--- src/rtl/coax_defs.sv ---
// Shared coax definitions: word width and buffer FSM state encodings,
// kept separate so the receive-side buffering can reuse them.
package coax_defs;

  localparam int COAX_WORD_WIDTH = 10;

  typedef enum logic [1:0] {
    ST_IDLE  = 2'd0,
    ST_FILL  = 2'd1,
    ST_DRAIN = 2'd2
  } coax_buf_state_t;

endpackage

--- src/rtl/coax_fifo.sv ---
// First-word-fall-through FIFO: register array, wrapping pointers, occupancy
// count and full/empty flags derived from the registered count.
module coax_fifo #(
  parameter int DEPTH      = 16,
  parameter int ADDR_WIDTH = 4,
  parameter int WIDTH      = 10
) (
  input  logic                  clk,
  input  logic                  reset_n,
  input  logic                  clear,
  input  logic                  push,
  input  logic                  pop,
  input  logic [WIDTH-1:0]      wr_data,
  output logic [WIDTH-1:0]      rd_data,
  output logic [ADDR_WIDTH:0]   count,
  output logic                  full,
  output logic                  empty
);

  logic [WIDTH-1:0]      mem [DEPTH];
  logic [ADDR_WIDTH-1:0] wr_ptr;
  logic [ADDR_WIDTH-1:0] rd_ptr;
  logic                  do_push;
  logic                  do_pop;

  assign full    = (count == (ADDR_WIDTH+1)'(DEPTH));
  assign empty   = (count == '0);
  assign do_push = push && !full && !clear;
  assign do_pop  = pop && !empty && !clear;
  assign rd_data = mem[rd_ptr];

  // NOTE: the storage array has no reset; its contents are don't-care until
  // written, and leaving it out of reset lets it map onto plain flops/RAM.
  always_ff @(posedge clk) begin
    if (do_push) mem[wr_ptr] <= wr_data;
  end

  // NOTE: sequential state uses non-blocking assignments so every register
  // samples the pre-edge values regardless of statement order.
  always_ff @(posedge clk or negedge reset_n) begin
    if (!reset_n) begin
      wr_ptr <= '0;
      rd_ptr <= '0;
      count  <= '0;
    end else if (clear) begin
      wr_ptr <= '0;
      rd_ptr <= '0;
      count  <= '0;
    end else begin
      if (do_push) wr_ptr <= wr_ptr + 1'b1;
      if (do_pop)  rd_ptr <= rd_ptr + 1'b1;
      case ({do_push, do_pop})
        2'b10:   count <= count + 1'b1;
        2'b01:   count <= count - 1'b1;
        default: count <= count;
      endcase
    end
  end

endmodule

--- src/rtl/coax_tx_buffer.sv ---
// Frame buffer in front of coax_tx: queues host words and drains them through
// the strobe/ready handshake so a frame leaves back-to-back.
module coax_tx_buffer
  import coax_defs::*;
#(
  parameter int DEPTH           = 16,
  parameter int ADDR_WIDTH      = 4,
  parameter int START_THRESHOLD = 4
) (
  input  logic                       clk,
  input  logic                       reset_n,
  input  logic [COAX_WORD_WIDTH-1:0] wr_data,
  input  logic                       wr_strobe,
  input  logic                       commit,
  input  logic                       flush,
  output logic                       full,
  output logic                       empty,
  output logic [ADDR_WIDTH:0]        count,
  output logic                       overflow,
  output logic                       underrun,
  output logic                       busy,
  output logic [COAX_WORD_WIDTH-1:0] tx_data,
  output logic                       tx_strobe,
  input  logic                       tx_ready
);

  coax_buf_state_t     state, state_next;
  logic                committed, committed_next;
  logic                underrun_set;
  logic                push, pop;
  logic [ADDR_WIDTH:0] count_next;

  assign push = wr_strobe && !full && !flush;
  assign pop  = tx_strobe && tx_ready && !flush;

  coax_fifo #(
    .DEPTH      (DEPTH),
    .ADDR_WIDTH (ADDR_WIDTH),
    .WIDTH      (COAX_WORD_WIDTH)
  ) u_fifo (
    .clk     (clk),
    .reset_n (reset_n),
    .clear   (flush),
    .push    (push),
    .pop     (pop),
    .wr_data (wr_data),
    .rd_data (tx_data),
    .count   (count),
    .full    (full),
    .empty   (empty)
  );

  // Occupancy after this edge; the FSM decides on it so a frame never stalls.
  always_comb begin
    count_next = count;
    if (push && !pop)      count_next = count + 1'b1;
    else if (!push && pop) count_next = count - 1'b1;
  end

  // Flush takes the same path as reset so the next cycle matches reset state.
  always_ff @(posedge clk or negedge reset_n) begin
    if (!reset_n) begin
      state     <= ST_IDLE;
      committed <= 1'b0;
      overflow  <= 1'b0;
      underrun  <= 1'b0;
    end else if (flush) begin
      state     <= ST_IDLE;
      committed <= 1'b0;
      overflow  <= 1'b0;
      underrun  <= 1'b0;
    end else begin
      state     <= state_next;
      committed <= committed_next;
      if (wr_strobe && full) overflow <= 1'b1;
      if (underrun_set)      underrun <= 1'b1;
    end
  end

  // NOTE: every signal driven here gets a default first, so no path through
  // the case statement can leave one unassigned and infer a latch.
  always_comb begin
    state_next     = state;
    committed_next = committed;
    underrun_set   = 1'b0;
    case (state)
      ST_IDLE: begin
        if (push) begin
          state_next     = ST_FILL;
          committed_next = commit;
        end
      end
      ST_FILL: begin
        if (commit) committed_next = 1'b1;
        if (count_next >= (ADDR_WIDTH+1)'(START_THRESHOLD) || commit || committed)
          state_next = ST_DRAIN;
      end
      ST_DRAIN: begin
        if (commit) committed_next = 1'b1;
        if (count_next == '0) begin
          // Emptied without a commit: coax_tx will close the frame early.
          state_next     = ST_IDLE;
          committed_next = 1'b0;
          underrun_set   = !(committed || commit);
        end
      end
      default: state_next = ST_IDLE;
    endcase
  end

  always_comb begin
    busy      = (state != ST_IDLE);
    tx_strobe = (state == ST_DRAIN) && !empty;
  end

endmodule
--- config.mk ---
export PLATFORM = sky130hd
export DESIGN_NAME = coax_tx_buffer
export DESIGN_NICKNAME = d
export VERILOG_FILES = /design/src/rtl/coax_defs.sv /design/src/rtl/coax_fifo.sv /design/src/rtl/coax_tx_buffer.sv
export SDC_FILE = /design/constraint.sdc
export NUM_CORES = 1
export LEC_CHECK = 0
export CAP_MARGIN = 20
export CORE_MARGIN = 2
export CORE_UTILIZATION = 55
export DETAILED_ROUTE_END_ITERATION = 10
export PLACE_DENSITY_LB_ADDON = 0.1
export SLEW_MARGIN = 20
export SYNTH_ARGS = -nofsm -noshare
export SYNTH_HDL_FRONTEND = slang
export SYNTH_SLANG_ARGS = --single-unit
--- constraint.sdc ---
create_clock -name clk -period 8.27 [get_ports clk]
set_input_delay 1.654 -clock clk [delete_from_list [all_inputs] [get_ports clk]]
set_output_delay 1.654 -clock clk [all_outputs]
set_load 0.005 [all_outputs]
# Yosys cells after proc, flatten, opt, wreduce, memory -nomap -nowiden
# Memories as Yosys holds them, arrays and structs flattened.
# Cells that the tools add are included.
# op_classes
addsub,4
n_eq_ne,8
n_lt_le_gt_ge,1
reduce_logical,33
n_mux,26
# op_table
cell,n
2-to-1 mux 4 bit,4
2-to-1 mux 5 bit,3
logical AND 1 bit,12
2-to-1 mux 1 bit,12
logical NOT 5 bit,2
one-hot mux 5 bit (2 select lines),1
nonzero test 2 bit,5
"inequality test 3 bit, second input constant",3
"adder 4 x 1 -> 4 bit, second input constant",2
2-to-1 mux 2 bit,4
logical NOT 1 bit,6
one-hot mux 2 bit (3 select lines),1
"adder 5 x 1 -> 5 bit, second input constant",1
"equality test 5 bit, second input constant",1
">= comparator 5 x 3 -> 1 bit, second input constant",1
"subtractor 5 x 1 -> 5 bit, second input constant",1
"equality test 2 x 1 -> 1 bit, second input constant",2
"equality test 2 bit, second input constant",2
nonzero test 4 bit,1
logical OR 1 bit,3
one-hot mux 1 bit (3 select lines),1
AND reduction 3 bit,1
nonzero test 3 bit,1
logical NOT 2 bit,1
AND reduction 2 bit,1
# totals
ram_bits,160
reg_bits,18
word_cells,80
n_memories,1
# mem_list
memory,depth,width,read_ports,rd_ports_with_merged_regs,write_ports,line,source
u_fifo.mem,16,10,1,0,1,coax_fifo.sv:20,logic [WIDTH-1:0] mem [DEPTH];

# Depth between registers and ports, before layout
# Gate-level depths: netlist of run 1.
# logic_depth
word_depth,14
ltp_mapped,10
mapped_depth_nobuf,10

# Modules after synthesis
# Synthesis of run 1 repeated with hierarchy kept, for this count alone.
# hier_totals
hier_cells,488
hier_area_um2,7659.8
# modules_own_cells
mod,cells_per_inst,seq_area_each_um2,area_per_inst_um2,n_inst
coax_fifo,414,5129.9,7069.3,1
coax_tx_buffer,74,125.1,590.6,1

# Least setup slack after synthesis of run 1
# No wires, ideal clock.
# synth_timing
kind,reg-to-output
start,register u_fifo.rd_ptr[0]
end,output tx_data[1]
path_slack_ns,4.661
path_buffers,3
arrival_ns,1.955
required_ns,6.616
path_stages_with_launch,8
cell_sequence,dfrtp_1 > clkbuf_1 > clkbuf_1 > buf_2 > mux2i_1 > a21oi_1 > a22oi_1 > nand2_1
# synth_via
elab_chain_len,1
# synth_lines
item,line,source
"start, declared",coax_fifo.sv:22,logic [ADDR_WIDTH-1:0] rd_ptr;
"start signal, assigned",coax_fifo.sv:51,if (do_pop) rd_ptr <= rd_ptr + 1'b1;
memory (16 x 10 bit),n/a,
"end, declared",coax_tx_buffer.sv:22,"output logic [COAX_WORD_WIDTH-1:0] tx_data,"
# No other way between the ends.

# Worst setup path after layout of run 1
# layout_timing
start,register u_fifo.rd_ptr[0]
end,output tx_data[9]
# Same word-level chain as after synthesis.

==> results of run 1 <==
## power breakdown
group | switching (mW) | internal (mW)
clock | 0.359 | 0.399
combinational | 0.0909 | 0.0870
sequential | 0.0200 | 0.995
total | 0.469 | 1.48
## per-layer routing
metal / part of all wire / track usage / wire length (um)
met1: 0.46 / 0.329 / 6800
met2: 0.47 / 0.321 / 6900
met3: 0.054 / 0.0465 / 801
met4: 0.014 / 0.0719 / 206
met5: 0 / 0 / 0
## cell families after synthesis
logic type | after synthesis | share of synthesized area
flops | 178 | 0.698
simple gates | 94 | 0.0575
compound gates | 76 | 0.0698
mux | 65 | 0.121
buf+inv | 35 | 0.0190
xor+xnor | 12 | 0.0140
fa+ha+maj | 12 | 0.0200
## worst register-to-register path: cells and delay by family (launching register included)
family                   cells  cell delay (ns)
buffers and inverters        1             0.13
flip-flops                   1             0.49
adder cells (fa/ha/maj)      1             0.25
AND/OR/NAND/NOR              5             1.83
## area by class of cell
| type | instances | area [um^2] | area share |
|---|---|---|---|
| flip-flops and latches | 178 | 5260 | 0.606 |
| clock buffers | 17 | 425 | 0.0491 |
| multi-input cells | 259 | 2130 | 0.246 |
| clock inverters | 15 | 145 | 0.0167 |
| well taps | 176 | 220 | 0.0254 |
| inverters | 12 | 45.0 | 0.00519 |
| repair buffers | 46 | 448 | 0.0517 |
## registers in the layout, indices dropped and copies added, names as in the netlist
signal and cells:
overflow 1, u_fifo.count 5, underrun 1, u_fifo.wr_ptr 4
u_fifo.rd_ptr 4, state 2, u_fifo.mem 160, committed 1
## stage by stage
step / power, mW / area, um^2
after floorplan: 1.14 / 7520
after global placement: 1.21 / 8070
after detailed placement: 1.21 / 8070
after CTS: 1.96 / 8640
after global routing: 2.02 / 8670
final: 1.95 / 8670
## worst paths after layout
| path | depth (start not counted) | to | start | slack [ns] |
|---|---|---|---|---|
| min in group asynchronous | 1 | u_fifo.count[4] | reset_n | 1.72 |
| worst max register to register | 7 | u_fifo.mem[15][8] | u_fifo.count[0] | 5.19 |
| worst min register to register | 2 | underrun | underrun | 0.52 |
| max in group asynchronous | 1 | u_fifo.rd_ptr[0] | reset_n | 5.92 |
| worst max-delay path | 5 | tx_data[9] | u_fifo.rd_ptr[0] | 3.60 |
| worst min-delay path | 2 | underrun | underrun | 0.52 |
## cell usage after synthesis (3+ instances only)
cell type | instances | share of area
sky130_fd_sc_hd__nand3_1 | 5 | 0.0033
sky130_fd_sc_hd__clkbuf_1 | 19 | 0.0095
sky130_fd_sc_hd__inv_1 | 10 | 0.0050
sky130_fd_sc_hd__a221oi_1 | 11 | 0.013
sky130_fd_sc_hd__nor3_1 | 4 | 0.0027
sky130_fd_sc_hd__nand2_1 | 33 | 0.016
sky130_fd_sc_hd__nand2b_1 | 3 | 0.0025
sky130_fd_sc_hd__nor2_1 | 32 | 0.016
sky130_fd_sc_hd__xnor2_1 | 7 | 0.0081
sky130_fd_sc_hd__o21ai_0 | 22 | 0.015
sky130_fd_sc_hd__and2_1 | 3 | 0.0025
sky130_fd_sc_hd__ha_1 | 12 | 0.020
sky130_fd_sc_hd__dfrtp_1 | 18 | 0.060
sky130_fd_sc_hd__mux4_2 | 20 | 0.060
sky130_fd_sc_hd__mux2_2 | 9 | 0.013
sky130_fd_sc_hd__mux2i_1 | 35 | 0.047
sky130_fd_sc_hd__a22oi_1 | 11 | 0.011
sky130_fd_sc_hd__buf_2 | 3 | 0.0020
sky130_fd_sc_hd__xor2_1 | 5 | 0.0058
sky130_fd_sc_hd__edfxtp_1 | 160 | 0.64
sky130_fd_sc_hd__a21oi_1 | 16 | 0.011
==> impl_metrics.json, run 1 <==
{
  "design.core.area_um2": 13300,
  "synth.lib_cells_used.distinct": 50,
  "count_of_buffers_from_port_buffering": 36,
  "dp.cells": 669,
  "period_share": 0.565,
  "die_area_um2": 14600,
  "numCtsBuffers": 17,
  "chipHeight_um": 121,
  "finalNetCount": 542,
  "finalWirelength_mm": 14.7,
  "fp-row-count": 42,
  "ios": 37,
  "synthArstFlopShare": 0.101,
  "cp_slowest_stage_delay_ns": 0.93,
  "syn-num-nets": 500,
  "number_of_enable_type_register_cells_in_the_synthesized_netlist": 160,
  "cts.reportedPaths.clkPinSlew_ns": 0.07,
  "post_cts_buffers": 0,
  "grt_setup_unrepaired": "false",
  "critical_path.top_delay_family": "flip-flops",
  "layout.cells.most_common_list": "sky130_fd_sc_hd__edfxtp_1, sky130_fd_sc_hd__clkdlybuf4s50_1, sky130_fd_sc_hd__mux2i_1",
  "grt_max_degree": 64,
  "growth_of_design_area_from_synthesis_to_finish_pct": 15.2,
  "fillers": 943,
  "first_global_vias": 4048,
  "dpl.hpwl_mm": 9.36,
  "proportion_of_synthesized_chip_area_in_sequential_cells": 0.698,
  "antenna_violations_before_repair": 0,
  "fmax_mhz": 214,
  "cts-htree-levels": 4,
  "post_route_cells_drive_above_1_share": 0.156,
  "fin_cells": 703,
  "vdd_ir_drop_max_mv": 0.131,
  "grt_first_pass_wirelength_mm": 23.1,
  "place_congestion": 0.860,
  "slew_headroom": 0.313,
  "timing.critical_path.to_type": "primary output",
  "layout_min_cycle_time_ns": 4.67,
  "mapped_cells": 472,
  "post_cts_resized": 0,
  "crit_path_max_fo": 44,
  "critPathRequiredTime_ns": 6.62,
  "number_of_warnings_issued_by_yosys": 0,
  "final_setup_tns_ns": 0,
  "crit_buf_inv": 2,
  "clock-sinks": 178,
  "outcome": "finished clean",
  "ys_seq_elements": 178,
  "tritoncts": "built",
  "holdCritPathClass": "flop to flop",
  "drt-initial-drc-count": 404,
  "clock_insertion_delay_worst_skew_ns": 0.43,
  "ys.flop_type": "sky130_fd_sc_hd__edfxtp_1",
  "slowest_cell_on_the_critical_path": "sky130_fd_sc_hd__dfrtp_4",
  "place_ws_ns": 3.77,
  "mostFrequentLayoutCell": "sky130_fd_sc_hd__edfxtp_1",
  "post_cts_hold_buffer_count": 0,
  "clk_root_buffer_cell": "sky130_fd_sc_hd__clkbuf_16",
  "final_util": 0.652,
  "die_x_um": 121,
  "finalClockSkew_ns": 0.0112,
  "floorplan.initialDensity": 0.566,
  "worst-slew-pin-transition_ns": 1.03,
  "critical_path_class": "flop to primary output",
  "drv_slew": 0,
  "drt-wirelength-per-cell_um": 20.9,
  "avgViaCountPerCell": 5.96,
  "cts.path.max_buffers": 2,
  "grt.total_usage": 0.218,
  "globalRoute.totalOverflow": 0,
  "antenna-diode-count": 0,
  "leakage_nw": 2.85,
  "postLayoutSetupSlackWorst_ns": 3.60,
  "report.final.hold_viol_count": 0,
  "vias": 4188,
  "setup_violations": 0,
  "cell_area_synth_um2": 7520,
  "drt_pass1_iterations": 4,
  "worst_hold_slack_ns": 0.516,
  "arrival_time_of_the_worst_setup_path_ns": 3.02,
  "power-per-cell-area_nw_per_um2": 225,
  "maxCapViolCount": 0,
  "critPathLaunchType": "flop",
  "postSynthAreaPerCell_um2": 15.9,
  "post-route-drc-count": 0,
  "worstPathCellList": "buf_12 > mux4_2 > a22oi_1 > nand2_1 > clkdlybuf4s50_1",
  "drt.antenna.violating_nets": 0
}
Power figures use the tool's default switching activity.
==> run 2: changes to the inputs <==
- CORE_UTILIZATION: 55 -> 54
- clock period: 8.27 -> 3.85 ns (I/O delays scaled with it)
==> run 2 against run 1 <==
Net effect: die area is 1.8% higher; hold slack lost 0.0065 ns; sequential power is 110% higher; combinational power up 130%; worst setup slack lost 3.2 ns; count of clock-buffer cells in the layout rose by 2; via count increased by 0.57%.
==> impl_metrics.json, run 2 (synthesis gave the netlist of run 1 again) <==
{
  "arrival_time_of_the_worst_setup_path_ns": 2.67,
  "antenna-diode-count": 0,
  "final_setup_tns_ns": 0,
  "dpl_cell_area_um2": 8210,
  "ff2ff_path_depth": 9,
  "mostFrequentLayoutCell": "sky130_fd_sc_hd__edfxtp_1",
  "first_global_vias": 4139,
  "cts-htree-levels": 4,
  "drt_pass1_iterations": 5,
  "critPathLaunchType": "flop",
  "design.core.area_um2": 13700,
  "maxCapViolCount": 0,
  "clk_root_buffer_cell": "sky130_fd_sc_hd__clkbuf_16",
  "post_route_cells_drive_above_1_share": 0.169,
  "drt-initial-drc-count": 458,
  "postLayoutSetupSlackWorst_ns": 0.411,
  "grt_first_pass_wirelength_mm": 24.2,
  "post-route-drc-count": 0,
  "drt-wirelength-per-cell_um": 21.6,
  "holdCritPathClass": "flop to flop",
  "drv_slew": 0,
  "critPathRequiredTime_ns": 3.08,
  "critical_path_class": "flop to primary output",
  "place_congestion": 0.878,
  "design_area_um2": 8760,
  "critical_path.reg2reg.endpoint": "state[1]",
  "grt_max_degree": 64,
  "report.final.hold_viol_count": 0,
  "leakage_nw": 2.92,
  "post_cts_resized": 0,
  "setup_violations": 0,
  "worst_hold_slack_ns": 0.510,
  "finalNetCount": 554,
  "worst_hold_startpoint": "underrun",
  "max_flop_register": "u_fifo.mem",
  "r2r_slack_ns": 0.89,
  "chipHeight_um": 122,
  "ios": 37,
  "grt.total_usage": 0.226,
  "outcome": "finished clean",
  "antenna_violations_before_repair": 0,
  "die_area_um2": 14900,
  "crit_path_max_fo": 63,
  "timing.critical_path.to_type": "primary output",
  "fmax_mhz": 291,
  "final_util": 0.639,
  "die_x_um": 122,
  "fillers": 1041,
  "cts.reportedPaths.clkPinSlew_ns": 0.06,
  "worst-slew-pin-transition_ns": 0.848,
  "finalWirelength_mm": 15.5,
  "place_ws_ns": 0.771,
  "drt.antenna.violating_nets": 0,
  "numCtsBuffers": 17,
  "finalClockSkew_ns": 0.00883,
  "critical_path.reg2reg.startpoint": "u_fifo.count[0]",
  "largest_reg_flops": 160,
  "largest_registers": "u_fifo.mem x160, u_fifo.count x5",
  "clock-sinks": 178,
  "holdPathEnd": "underrun",
  "avgViaCountPerCell": 5.87,
  "fp-row-count": 43,
  "clock_insertion_delay_worst_skew_ns": 0.42,
  "floorplan.initialDensity": 0.548,
  "layout.cells.most_common_list": "sky130_fd_sc_hd__edfxtp_1, sky130_fd_sc_hd__clkdlybuf4s50_1, sky130_fd_sc_hd__mux2i_1",
  "cts.path.max_buffers": 2,
  "count_of_buffers_from_port_buffering": 36,
  "grt_setup_unrepaired": "false",
  "post_cts_hold_buffer_count": 0,
  "post_cts_buffers": 0,
  "hold_path_depth": 2,
  "tritoncts": "built",
  "dpl.hpwl_mm": 10.1,
  "vdd_ir_drop_max_mv": 0.239,
  "slew_headroom": 0.433,
  "vias": 4212,
  "period_share": 0.893,
  "globalRoute.totalOverflow": 0,
  "power-per-cell-area_nw_per_um2": 478,
  "growth_of_design_area_from_synthesis_to_finish_pct": 16.5,
  "layout_min_cycle_time_ns": 3.44
}
[run 2: changes by cell type in the layout (fill, tap and decap cells not counted), sizes merged]
cell	delta
inv	-7
clkbuf	+2
buf	+12
bufinv	+2
clkinv	+2
[run 2: power by group]
part           internal, mW  leakage (nW)  switching, mW
clock                 0.943         0.269          0.676
sequential             2.14          1.69         0.0273
combinational         0.188         0.968          0.213
total                  3.27          2.92          0.917
[run 2: worst max-delay path by stage]
stage                startpoint  slack, ns               end
2_1_floorplan  u_fifo.rd_ptr[0]       1.13        tx_data[1]
3_3_place_gp           tx_ready       0.84          state[1]
3_5_place_dp          wr_strobe       0.77  u_fifo.mem[3][7]
4_1_cts        u_fifo.rd_ptr[0]       0.42        tx_data[9]
5_1_grt        u_fifo.rd_ptr[0]       0.27        tx_data[7]
6_report       u_fifo.rd_ptr[0]       0.41        tx_data[8]
[run 2: layer usage]
metal / share of wire / up-vias / global-route usage
li1: - / 1931 / -
met1: 0.46 / 2147 / 0.326
met2: 0.48 / 117 / 0.353
met3: 0.044 / 17 / 0.0365
met4: 0.018 / 0 / 0.0797
met5: 0 / - / 0
[run 2: area by class of cell]
class                           count  area (um^2)  area share
Inverter                           12         45.0     0.00514
Tap cell                          180          225      0.0257
Multi-Input combinational cell    259         2150       0.245
Clock buffer                       19          433      0.0494
Timing Repair Buffer               58          538      0.0614
Sequential cell                   178         5260       0.600
Clock inverter                     12          116      0.0133
[run 2: critical path, stage by stage, from the launching register on]
cell                              delay, ns
sky130_fd_sc_hd__dfrtp_4               0.41
sky130_fd_sc_hd__buf_12                0.36
sky130_fd_sc_hd__mux4_2                0.62
sky130_fd_sc_hd__a22oi_1               0.20
sky130_fd_sc_hd__nand2_1               0.11
sky130_fd_sc_hd__clkdlybuf4s50_1       0.46
[run 2: stage by stage]
stage	power [mW]	std cells
3_3_place_gp	2.60	687
2_1_floorplan	2.45	472
3_5_place_dp	2.61	687
5_1_grt	4.34	718
4_1_cts	4.22	718
6_report	4.19	718
==> run 3: changes to the inputs <==
- ABC_CLOCK_PERIOD_IN_PS: default -> 3420
- CORE_UTILIZATION: 54 -> 55
- clock period: 3.85 -> 3.42 ns (I/O delays scaled with it)
==> run 3 against run 2 <==
Net effect: clock skew is 0.0014 ns lower; global-route usage rose by 0.75 points; via count up 1.5%; critical path depth is 2 higher; combinational power grew 13%; non-clock buffer count increased by 9; worst setup slack got worse by 0.28 ns; final area up 1.2%; largest cell class unchanged.
==> impl_metrics.json, run 3 (synthesis gave the netlist of run 1 again) <==
{
  "ff2ff_path_depth": 9,
  "crit_buf_inv": 3,
  "clockPowerShare": 0.403,
  "worstPathCellList": "buf_4 > buf_4 > mux2i_1 > a21oi_1 > a22oi_1 > nand2_1 > clkdlybuf4s50_1",
  "largest_reg_flops": 160,
  "cts.reportedPaths.clkPinSlew_ns": 0.06,
  "leakage_nw": 2.97,
  "drt-wirelength-per-cell_um": 21.7,
  "drt-initial-drc-count": 383,
  "count_of_buffers_from_port_buffering": 36,
  "postLayoutSetupSlackWorst_ns": 0.128,
  "die_x_um": 121,
  "outcome": "finished clean",
  "clock_insertion_delay_worst_skew_ns": 0.43,
  "place_ws_ns": 0.390,
  "grt.total_usage": 0.233,
  "maxCapViolCount": 0,
  "design.core.area_um2": 13300,
  "p_switching_mw": 1.05,
  "final_setup_tns_ns": 0,
  "setup_violations": 0,
  "grt_max_degree": 27,
  "period_share": 0.963,
  "antenna-diode-count": 0,
  "critPathRequiredTime_ns": 2.74,
  "final_util": 0.667,
  "avgViaCountPerCell": 5.90,
  "cts.path.max_buffers": 2,
  "finalWirelength_mm": 15.7,
  "fp-row-count": 42,
  "first_global_vias": 4263,
  "slowest_cell_on_the_critical_path": "sky130_fd_sc_hd__dfrtp_4",
  "dpl_cell_area_um2": 8230,
  "growth_of_design_area_from_synthesis_to_finish_pct": 17.9,
  "r2r_slack_ns": 0.44,
  "drv_slew": 0,
  "dpl.hpwl_mm": 10.3,
  "holdPathEnd": "underrun",
  "clk_root_buffer_cell": "sky130_fd_sc_hd__clkbuf_16",
  "ios": 37,
  "p_seq_frac": 0.504,
  "globalRoute.totalOverflow": 0,
  "largest_registers": "u_fifo.mem x160, u_fifo.count x5",
  "arrival_time_of_the_worst_setup_path_ns": 2.61,
  "netSwitchingFraction": 0.216,
  "vias": 4275,
  "antenna_violations_before_repair": 0,
  "critPathLaunchType": "flop",
  "post_cts_hold_buffer_count": 0,
  "floorplan.initialDensity": 0.566,
  "grt_first_pass_wirelength_mm": 24.6,
  "critical_path.top_delay_family": "buffers and inverters",
  "worst-slew-pin-transition_ns": 0.863,
  "report.final.hold_viol_count": 0,
  "drt_pass1_iterations": 5,
  "comb_power_share": 0.094,
  "critical_path.reg2reg.startpoint": "u_fifo.count[0]",
  "layout_min_cycle_time_ns": 3.29,
  "p_int_mw": 3.80,
  "post_route_cells_drive_above_1_share": 0.188,
  "max_flop_register": "u_fifo.mem",
  "critical_path.reg2reg.endpoint": "state[0]",
  "holdCritPathClass": "flop to flop",
  "place_congestion": 0.834,
  "crit_path_max_fo": 9,
  "finalClockSkew_ns": 0.00740,
  "finalNetCount": 563,
  "mostFrequentLayoutCell": "sky130_fd_sc_hd__edfxtp_1",
  "drt.antenna.violating_nets": 0,
  "hold_path_depth": 2,
  "design_area_um2": 8870,
  "timing.critical_path.to_type": "primary output",
  "cp_slowest_stage_delay_ns": 0.55,
  "post-route-drc-count": 0,
  "fmax_mhz": 304,
  "worst_hold_startpoint": "underrun",
  "clock-sinks": 178,
  "tritoncts": "built",
  "path_common_cell": "sky130_fd_sc_hd__buf_4",
  "vdd_ir_drop_max_mv": 0.339,
  "grt_setup_unrepaired": "false",
  "slew_headroom": 0.423,
  "numCtsBuffers": 17,
  "layout.cells.most_common_list": "sky130_fd_sc_hd__edfxtp_1, sky130_fd_sc_hd__clkdlybuf4s50_1, sky130_fd_sc_hd__mux2i_1",
  "cts-htree-levels": 4,
  "chipHeight_um": 121,
  "die_area_um2": 14600,
  "critical_path_class": "flop to primary output",
  "power-per-cell-area_nw_per_um2": 547
}
-- run 3: cell types whose count changed in the layout (fill, tap and decap cells not counted), moves of 2 or more --
cell and change:
sky130_fd_sc_hd__nor3_2 -4, sky130_fd_sc_hd__inv_6 +2, sky130_fd_sc_hd__clkinv_1 -3, sky130_fd_sc_hd__nor3_1 +4
sky130_fd_sc_hd__dfrtp_2 +2, sky130_fd_sc_hd__buf_4 +9, sky130_fd_sc_hd__clkinv_2 -3, sky130_fd_sc_hd__dfrtp_1 -2
-- run 3: through the flow --
stage	total power, mW	hold WS [ns]	std cells
after global routing	5.03	0.560	724
after floorplan	2.75	0.388	472
final	4.85	0.512	724
after CTS	4.89	0.514	724
after detailed placement	2.94	0.493	688
after global placement	2.92	0.488	688
-- run 3: power by group through the flow --
| stage | Clock (mW) | Combinational [mW] | Sequential [mW] |
|---|---|---|---|
| floorplan | 0 | 0.280 | 2.47 |
| global placement | 0 | 0.434 | 2.49 |
| detailed placement | 0 | 0.446 | 2.49 |
| CTS | 1.99 | 0.458 | 2.44 |
| global route | 2.08 | 0.503 | 2.45 |
| finish | 1.95 | 0.454 | 2.44 |
-- run 3: what timing repair did --
item / CTS / global route
setup endpoints to repair: 3 / 8
resized for setup: 2 / 2
setup buffers: 4 / 0
-- run 3: final cells by class --
| cell class | instances | area (um^2) |
|---|---|---|
| sequential | 178 | 5260 |
| fill | 910 | 4420 |
| multi-input combinational | 259 | 2130 |
| timing repair buffer | 67 | 606 |
| clock buffer | 21 | 450 |
| tap | 176 | 220 |
| clock inverter | 11 | 154 |
| inverter | 12 | 45.0 |
-- run 3: worst max path at each step --
stage                      from               end  slack (ns)  cells past startpoint
6_report       u_fifo.rd_ptr[0]        tx_data[8]        0.13                      7
5_1_grt        u_fifo.rd_ptr[0]        tx_data[1]        0.03                      7
4_1_cts        u_fifo.rd_ptr[2]        tx_data[8]       0.008                      6
3_5_place_dp   u_fifo.rd_ptr[2]        tx_data[8]        0.39                      5
3_3_place_gp   u_fifo.rd_ptr[2]        tx_data[8]        0.35                      5
2_1_floorplan   u_fifo.count[0]  u_fifo.mem[3][0]        0.70                      8
-- run 3: worst reg2reg max path, stage by stage, from the launching register on --
cell and delay [ns]:
sky130_fd_sc_hd__dfrtp_1 0.49, sky130_fd_sc_hd__inv_1 0.16, sky130_fd_sc_hd__ha_1 0.21, sky130_fd_sc_hd__or4b_4 0.53, sky130_fd_sc_hd__a211oi_4 0.36, sky130_fd_sc_hd__mux2_1 0.19
sky130_fd_sc_hd__a32oi_1 0.14, sky130_fd_sc_hd__o41ai_2 0.45, sky130_fd_sc_hd__o211ai_2 0.18, sky130_fd_sc_hd__mux2i_1 0.15
-- run 3: metal layers --
metal	GRT usage	part of all wire	vias up
met4	0.0843	0.016	0
li1	-	-	1951
met1	0.338	0.45	2154
met5	0	0	-
met3	0.0442	0.055	24
met2	0.356	0.48	146
